## src/rtl/filter_ctrl_multi.sv

```systemverilog
// N-channel filter pump controller: one {channel, duty} req/ack command link drives
// per-channel fill/drain FSMs with debounced floats, timeout and float-conflict faults.
module filter_ctrl_multi #(
  parameter int N_CH           = 2,
  parameter int PWM_W          = 8,
  parameter int CH_W           = 3,
  parameter int DEB_CYCLES     = 16,
  parameter int TIMEOUT_CYCLES = 50_000_000
) (
  input  logic                clk_fpga,
  input  logic                reset,
  input  logic [PWM_W-1:0]    i_dados,
  input  logic [CH_W-1:0]     i_ch,
  input  logic                i_req,
  output logic                o_ack,
  output logic                o_cmd_err,
  input  logic [N_CH-1:0]     i_boia_cheia,
  input  logic [N_CH-1:0]     i_boia_vazia,
  output logic [N_CH-1:0]     o_pwm_bomba_a,
  output logic [N_CH-1:0]     o_pwm_bomba_b,
  output logic [N_CH-1:0]     o_fault,
  output logic [3*N_CH-1:0]   o_state
);
  typedef enum logic [2:0] {
    ST_STOP = 3'd0, ST_FILLING = 3'd1, ST_DRAINING = 3'd2, ST_STOPPING = 3'd3, ST_FAULT = 3'd4
  } state_e;

  localparam int DW = $clog2(DEB_CYCLES);
  localparam int TW = (TIMEOUT_CYCLES > 2) ? $clog2(TIMEOUT_CYCLES) : 1;
  localparam logic [CH_W:0] N_CH_L = (CH_W+1)'(N_CH);

  // Handshake: when the synchronised request is high and o_ack is low, the command is
  // captured and o_ack rises together with a one-cycle command strobe; o_ack then holds
  // until the synchronised request is seen low and falls on the following cycle.
  logic [1:0]       req_sync_q;
  logic             ack_q, cmd_vld_q, cmd_err_q;
  logic [CH_W-1:0]  cmd_ch_q;
  logic [PWM_W-1:0] cmd_duty_q;
  logic             req_s, cmd_nz;

  assign req_s  = req_sync_q[1];
  assign cmd_nz = |cmd_duty_q;

  always_ff @(posedge clk_fpga) begin
    if (reset) begin
      req_sync_q <= '0;
      ack_q      <= 1'b0;
      cmd_vld_q  <= 1'b0;
      cmd_err_q  <= 1'b0;
      cmd_ch_q   <= '0;
      cmd_duty_q <= '0;
    end else begin
      req_sync_q <= {req_sync_q[0], i_req};
      cmd_vld_q  <= 1'b0;
      cmd_err_q  <= 1'b0;
      if (req_s && !ack_q) begin
        ack_q      <= 1'b1;
        cmd_vld_q  <= ({1'b0, i_ch} < N_CH_L);
        cmd_err_q  <= ({1'b0, i_ch} >= N_CH_L);
        cmd_ch_q   <= i_ch;
        cmd_duty_q <= i_dados;
      end else if (!req_s && ack_q) begin
        ack_q <= 1'b0;
      end
    end
  end

  // Float bits: [N_CH-1:0] = cheia, [2*N_CH-1:N_CH] = vazia.
  logic [2*N_CH-1:0] flt_s1_q, flt_s2_q, deb_q;
  logic [DW-1:0]     deb_cnt_q [2*N_CH];

  always_ff @(posedge clk_fpga) begin
    if (reset) begin
      flt_s1_q <= '0;
      flt_s2_q <= '0;
      deb_q    <= '0;
      for (int i = 0; i < 2*N_CH; i++) deb_cnt_q[i] <= '0;
    end else begin
      flt_s1_q <= {i_boia_vazia, i_boia_cheia};
      flt_s2_q <= flt_s1_q;
      for (int i = 0; i < 2*N_CH; i++) begin
        if (flt_s2_q[i] == deb_q[i]) begin
          deb_cnt_q[i] <= '0;
        end else if (deb_cnt_q[i] == DW'(DEB_CYCLES-1)) begin
          deb_q[i]     <= flt_s2_q[i];
          deb_cnt_q[i] <= '0;
        end else begin
          deb_cnt_q[i] <= deb_cnt_q[i] + DW'(1);
        end
      end
    end
  end

  logic [N_CH-1:0]  cheia_db, vazia_db, cmd_hit, active;
  logic [PWM_W-1:0] pwm_cnt_q;
  logic [N_CH-1:0]  pwm_a_q, pwm_b_q;
  state_e           state_q [N_CH];
  state_e           state_d [N_CH];
  logic [PWM_W-1:0] duty_q  [N_CH];
  logic [PWM_W-1:0] duty_d  [N_CH];
  logic [TW-1:0]    tmo_q   [N_CH];
  logic [TW-1:0]    tmo_d   [N_CH];

  assign cheia_db = deb_q[N_CH-1:0];
  assign vazia_db = deb_q[2*N_CH-1:N_CH];

  // Priority per channel: float conflict / timeout fault, then float sensor, then command.
  always_comb begin
    cmd_hit = '0;
    active  = '0;
    for (int k = 0; k < N_CH; k++) begin
      cmd_hit[k] = cmd_vld_q && (cmd_ch_q == CH_W'(k));
      active[k]  = (state_q[k] == ST_FILLING) || (state_q[k] == ST_DRAINING) ||
                   (state_q[k] == ST_STOPPING);
      state_d[k] = state_q[k];
      duty_d[k]  = duty_q[k];
      if ((state_q[k] != ST_FAULT) && cheia_db[k] && vazia_db[k]) begin
        state_d[k] = ST_FAULT;
      end else if (active[k] && (tmo_q[k] == TW'(TIMEOUT_CYCLES-1))) begin
        state_d[k] = ST_FAULT;
      end else begin
        case (state_q[k])
          ST_STOP: if (cmd_hit[k] && cmd_nz) begin
            state_d[k] = ST_FILLING;
            duty_d[k]  = cmd_duty_q;
          end
          ST_FILLING, ST_DRAINING: begin
            if ((state_q[k] == ST_FILLING) && cheia_db[k]) state_d[k] = ST_DRAINING;
            else if ((state_q[k] == ST_DRAINING) && vazia_db[k]) state_d[k] = ST_FILLING;
            else if (cmd_hit[k] && cmd_nz) duty_d[k] = cmd_duty_q;
            else if (cmd_hit[k]) state_d[k] = ST_STOPPING;
          end
          ST_STOPPING: begin
            if (vazia_db[k]) begin
              state_d[k] = ST_STOP;
            end else if (cmd_hit[k] && cmd_nz) begin
              state_d[k] = ST_DRAINING;
              duty_d[k]  = cmd_duty_q;
            end
          end
          ST_FAULT: if (cmd_hit[k] && !cmd_nz) state_d[k] = ST_STOP;
          default: state_d[k] = ST_STOP;
        endcase
      end
      tmo_d[k] = ((state_d[k] != state_q[k]) || !active[k]) ? '0 : tmo_q[k] + TW'(1);
    end
  end

  always_ff @(posedge clk_fpga) begin
    if (reset) begin
      pwm_cnt_q <= '0;
      pwm_a_q   <= '0;
      pwm_b_q   <= '0;
      for (int k = 0; k < N_CH; k++) begin
        state_q[k] <= ST_STOP;
        duty_q[k]  <= '0;
        tmo_q[k]   <= '0;
      end
    end else begin
      pwm_cnt_q <= pwm_cnt_q + PWM_W'(1);
      for (int k = 0; k < N_CH; k++) begin
        state_q[k] <= state_d[k];
        duty_q[k]  <= duty_d[k];
        tmo_q[k]   <= tmo_d[k];
        // Pins follow the registered state, so A and B can never be on together.
        pwm_a_q[k] <= (state_q[k] == ST_FILLING) && (pwm_cnt_q < duty_q[k]);
        pwm_b_q[k] <= ((state_q[k] == ST_DRAINING) || (state_q[k] == ST_STOPPING)) &&
                      (pwm_cnt_q < duty_q[k]);
      end
    end
  end

  always_comb begin
    o_state = '0;
    o_fault = '0;
    for (int k = 0; k < N_CH; k++) begin
      o_state[3*k +: 3] = state_q[k];
      o_fault[k]        = (state_q[k] == ST_FAULT);
    end
  end

  assign o_ack         = ack_q;
  assign o_cmd_err     = cmd_err_q;
  assign o_pwm_bomba_a = pwm_a_q;
  assign o_pwm_bomba_b = pwm_b_q;
endmodule
```

## config.mk

```make
export PLATFORM = sky130hd
export DESIGN_NAME = filter_ctrl_multi
export DESIGN_NICKNAME = d
export VERILOG_FILES = /design/src/rtl/filter_ctrl_multi.sv
export SDC_FILE = /design/constraint.sdc
export NUM_CORES = 1
export LEC_CHECK = 0
export BUFFER_PORTS_ARGS = -buffer_cell sky130_fd_sc_hd__buf_2
export CORE_MARGIN = 3
export CORE_UTILIZATION = 50
export DETAILED_ROUTE_END_ITERATION = 8
export PLACE_DENSITY = 0.7
export SLEW_MARGIN = 40
export SYNTH_ARGS = -nofsm -noshare
export SYNTH_HDL_FRONTEND = slang
export SYNTH_SLANG_ARGS = --single-unit
export TNS_END_PERCENT = 20
```

## constraint.sdc

```tcl
create_clock -name clk_fpga -period 4 [get_ports clk_fpga]
set_clock_uncertainty 0.2 [all_clocks]
set_input_delay 0.2 -clock clk_fpga [delete_from_list [all_inputs] [get_ports clk_fpga]]
set_output_delay 0.2 -clock clk_fpga [all_outputs]
set_load 0.01 [all_outputs]
```

==> results.txt <==
The flow ran to the end, and the final reports show no timing, DRC or antenna violations. In the routed layout, each cell is associated on average with a via count of 5.595. Library cell contributing the largest single delay on the critical path: nor4_1. Final count of pins violating max slew: 0.

The final critical path time including I/O delays and setup is 2.633 ns. After synthesis, the largest family of logic cells by area is simple AND/OR/NAND/NOR gates. In this run the core area contains 41 standard-cell rows. The region available for standard cell placement spans 0.01277 mm2. The number of hold violations in the final report was 0; the post-placement setup slack was 1.385 ns. After routing the design area is 0.007571 mm2.

Summing the areas of all and, or, nand and nor instances in the mapped netlist gives 29.02% of the synthesized area. Global routing used 20.00% of the available tracks. Each instance of the synthesized netlist takes up on average 9.562 um2. The finished layout holds 928 standard cells, fillers aside. Summing the areas of all compound-gate instances in the mapped netlist gives 8.913% of the synthesized area.

The filler cell count was 1103; the endpoint arrival time on the critical path was 2.71 ns. For this run, the share of the core covered by cells in the final layout is 59.27%. After clock tree synthesis, the repair step resized 0 gates.

The worst setup path is of the reg2reg kind. The timing-limited maximum frequency is 379.8 MHz. By count the netlist is led by dfxtp_1, nor2_1, xnor2_1, nand3_1. The final route contains 5192 vias. For this run, the register share of the synthesized area comes to 41.87%. The tools report the cell chosen for the clock root as clkbuf_16. The synthesized instance count was 690; the count of buffers inserted at the top-level ports was 31. The startpoint kind of the worst setup timing path was a flip-flop. The width of the chip is 120.9 um, and the number of enable-type register cells in the synthesized netlist is 16. Setup repair after global routing left no endpoint under its margin. The library cell with the largest summed area after synthesis was dfxtp_1. The number of routed nets with antenna violations was 0; the total DRC errors in the routed layout was 0. After detailed placement, the total cell area comes to 0.006887 mm2.

In this run the vertical extent of the chip is 120.9 um. The post-route netlist has 15.48% of its cells at a drive strength greater than 1. The tools report the number of clock sinks as 130. Yosys attributes the largest share of cell area to dfxtp_1, edfxtp_1, nor4_2.

The per-cell routed wire length was 14.79 um; the cell leakage power was 2.539 nW. Worst hold-check path type: in2reg. Compared with the post-synthesis result, the final layout area differs by 14.75%. For the pin with the worst max-slew slack, the measured transition is 0.7474 ns. The setup TNS after final layout came out at 0 ns. The worst-case IR drop observed on VDD is 323.0 uV. TritonCTS built the clock tree. The wire length of the first global-routing pass came out at 23.72 mm.

The number of setup buffers added after CTS is 0. The routed design has 13.72 mm of wire. Walking the worst path, the cells encountered are nor4_1, nand3_1, or3_4, a211oi_4, buf_4, nor4_1.

Clock tree synthesis inserted a total of 17 buffers. Routability-driven placement finished with a final weighted congestion of 0.8261. The period utilization works out to 65.82%. The portion of synthesized area spent on multiplexers is 2.427%.

At the end of the flow, the number of nets in the layout was 785. The final HPWL from detailed placement was 9.480 mm; the worst slew slack as a fraction of its limit was 50.18%. The via count of the first global-routing pass is 5109, and the pin count of the biggest net entering global routing is 43. The worst stage delay on the critical path was 0.58 ns; the H-tree depth was 4. In the synthesized netlist the async set-or-reset flop fraction comes to 0%.

Setup violations remaining at the end of the flow were counted as 0. The power per standard cell area was 372.3 mW/mm2; the count of inserted antenna diode cells was 0. The synthesized flop and latch total came out at 130. The most instantiated flip-flop cell in the synthesis netlist is dfxtp_1. The die covers 0.01461 mm2. For this configuration, the core starts out at a cell density of 51.65%. Among all cell types in the netlist, the one instantiated most often is dfxtp_1. Share of the synthesized area in the top cell type: 34.59%. The synthesized netlist devotes 4.172% of its cell area to adder and majority cells. No sink is reached through more buffers than the 2 on the longest clock path. In this run, placement finished with an instance count of 881. Of all nets on the critical path, the largest fanout is 26. In this run, distinct cell masters in the synthesized netlist total 66.

Kind of capture point of the worst setup path: a flip-flop. Detailed-router iteration count before antenna repair: 5. The insertion delay of the later-clocked pin in the worst-skew pair came out at 0.41 ns. The tools report the setup slack after layout as 1.367 ns.

The number of antenna violations at the first check in global routing was 0. By instance count, the cell type seen most on the critical path is nor4_1. Across the run, the number of max-cap violations was 0. Summing the areas of all xor and xnor instances in the mapped netlist gives 8.496% of the synthesized area. After the first detailed-routing iteration, the DRC count stood at 313. For the worst setup path, the data required time is 4.07 ns. Pin placement for this block handled 32 I/O pins.

After clock tree synthesis, the clock-pin slew on the worst setup and hold paths is 0.05 ns. In this run the cell area of the synthesized design comes to 0.006598 mm2. Yosys printed 0 warnings. For the overflow left after global routing, the log shows 0.
==> worst paths after layout <==
check / cells past startpoint / slack (ns) / startpoint / endpoint
hold reg to reg: 1 / 0.24 / req_sync_q[0] / req_sync_q[1]
setup reg to reg: 6 / 1.37 / cmd_duty_q[7] / tmo_q[0][2]
hold / removal: 2 / 0.02 / reset / pwm_cnt_q[0]
setup / recovery: 6 / 1.37 / cmd_duty_q[7] / tmo_q[0][2]
==> cell usage in the layout, fill, tap and decap left out, types with 9 or more instances in the layout <==
| cell | synthesis | routed |
|---|---|---|
| xnor2_1 | 46 | 46 |
| nor2_1 | 64 | 64 |
| nor2b_1 | 14 | 14 |
| dlygate4sd3_1 | 0 | 17 |
| ha_1 | 22 | 22 |
| a21oi_1 | 28 | 28 |
| clkbuf_1 | 15 | 9 |
| nand2b_1 | 12 | 12 |
| o21ai_0 | 23 | 23 |
| dfxtp_1 | 114 | 114 |
| buf_2 | 8 | 31 |
| edfxtp_1 | 16 | 16 |
| mux2i_1 | 16 | 16 |
| nor4_2 | 36 | 36 |
| nor4_1 | 26 | 26 |
| conb_1 | 1 | 16 |
| nand2_1 | 22 | 22 |
| inv_1 | 36 | 36 |
| nor3_1 | 20 | 20 |
| nand3_1 | 45 | 45 |
| nand4_1 | 11 | 11 |
| clkbuf_16 | 0 | 17 |
| xor2_1 | 18 | 18 |
==> layer usage <==
layer | GRT usage, % | part of all wire (%) | up-vias
met5 | 0 | 0 | -
met4 | 9.844 | 2.7 | 0
met3 | 4.569 | 3.2 | 29
met2 | 32.13 | 48 | 104
met1 | 25.32 | 46 | 2480
li1 | - | - | 2579
==> through the flow <==
stage | power (mW) | hold slack, ns
after floorplan | 1.446 | 0.07679
after global placement | 1.470 | 0.2030
after detailed placement | 1.475 | 0.2020
after CTS | 2.847 | 0.0008205
after global routing | 2.918 | 0.03754
final | 2.819 | 0.01739
==> cell families (layout without fill, tap and decap cells) <==
kind of cell             count (synthesis)  count (layout)
other                                    1              16
AND/OR/NAND/NOR                        298             298
flip-flops                             130             130
AO/OA/AOI/OAI                           89              89
buffers and inverters                   70             121
adder cells (fa/ha/maj)                 22              22
multiplexers                            16              16
XOR/XNOR                                64              64
==> worst max-delay path, delay by kind of cell, from the launching register on <==
family                 cells  cell delay [ns]
AO/OA/AOI/OAI              1             0.23
AND/OR/NAND/NOR            4             1.32
flip-flops                 1             0.35
buffers and inverters      1             0.39
==> final cells by class <==
type                       count  area (um2)  share of cell area, %
multi-input combinational    505        3566                  47.10
inverter                      36       135.1                  1.785
sequential                   130        2763                  36.49
timing repair buffer          55       377.9                  4.991
tap                          172       215.2                  2.843
clock buffer                  30       514.2                  6.792
==> registers in the layout, indices dropped and copies added (netlist names) <==
| register | flops |
|---|---|
| cmd_vld_q | 1 |
| deb_q | 4 |
| req_sync_q | 2 |
| cmd_ch_q | 3 |
| tmo_q | 52 |
| flt_s2_q | 4 |
| flt_s1_q | 4 |
| pwm_cnt_q | 8 |
| o_pwm_bomba_b | 2 |
| state_q | 6 |
| deb_cnt_q | 16 |
| o_pwm_bomba_a | 2 |
| o_cmd_err | 1 |
| cmd_duty_q | 8 |
| o_ack | 1 |
| duty_q | 16 |
==> where the power goes <==
part | leakage (nW) | internal (mW) | switching [mW] | total [mW]
clock | 0.249 | 0.852 | 0.506 | 1.36
sequential | 1.09 | 1.34 | 0.0163 | 1.36
combinational | 1.20 | 0.0507 | 0.0525 | 0.103
total | 2.54 | 2.24 | 0.575 | 2.82
==> repair_timing <==
item | in CTS | in global routing
hold endpoints to repair | 18 | 0
setup endpoints to repair | 0 | 0
hold buffers | 17 | 0
(Power assumes the default switching activity.)
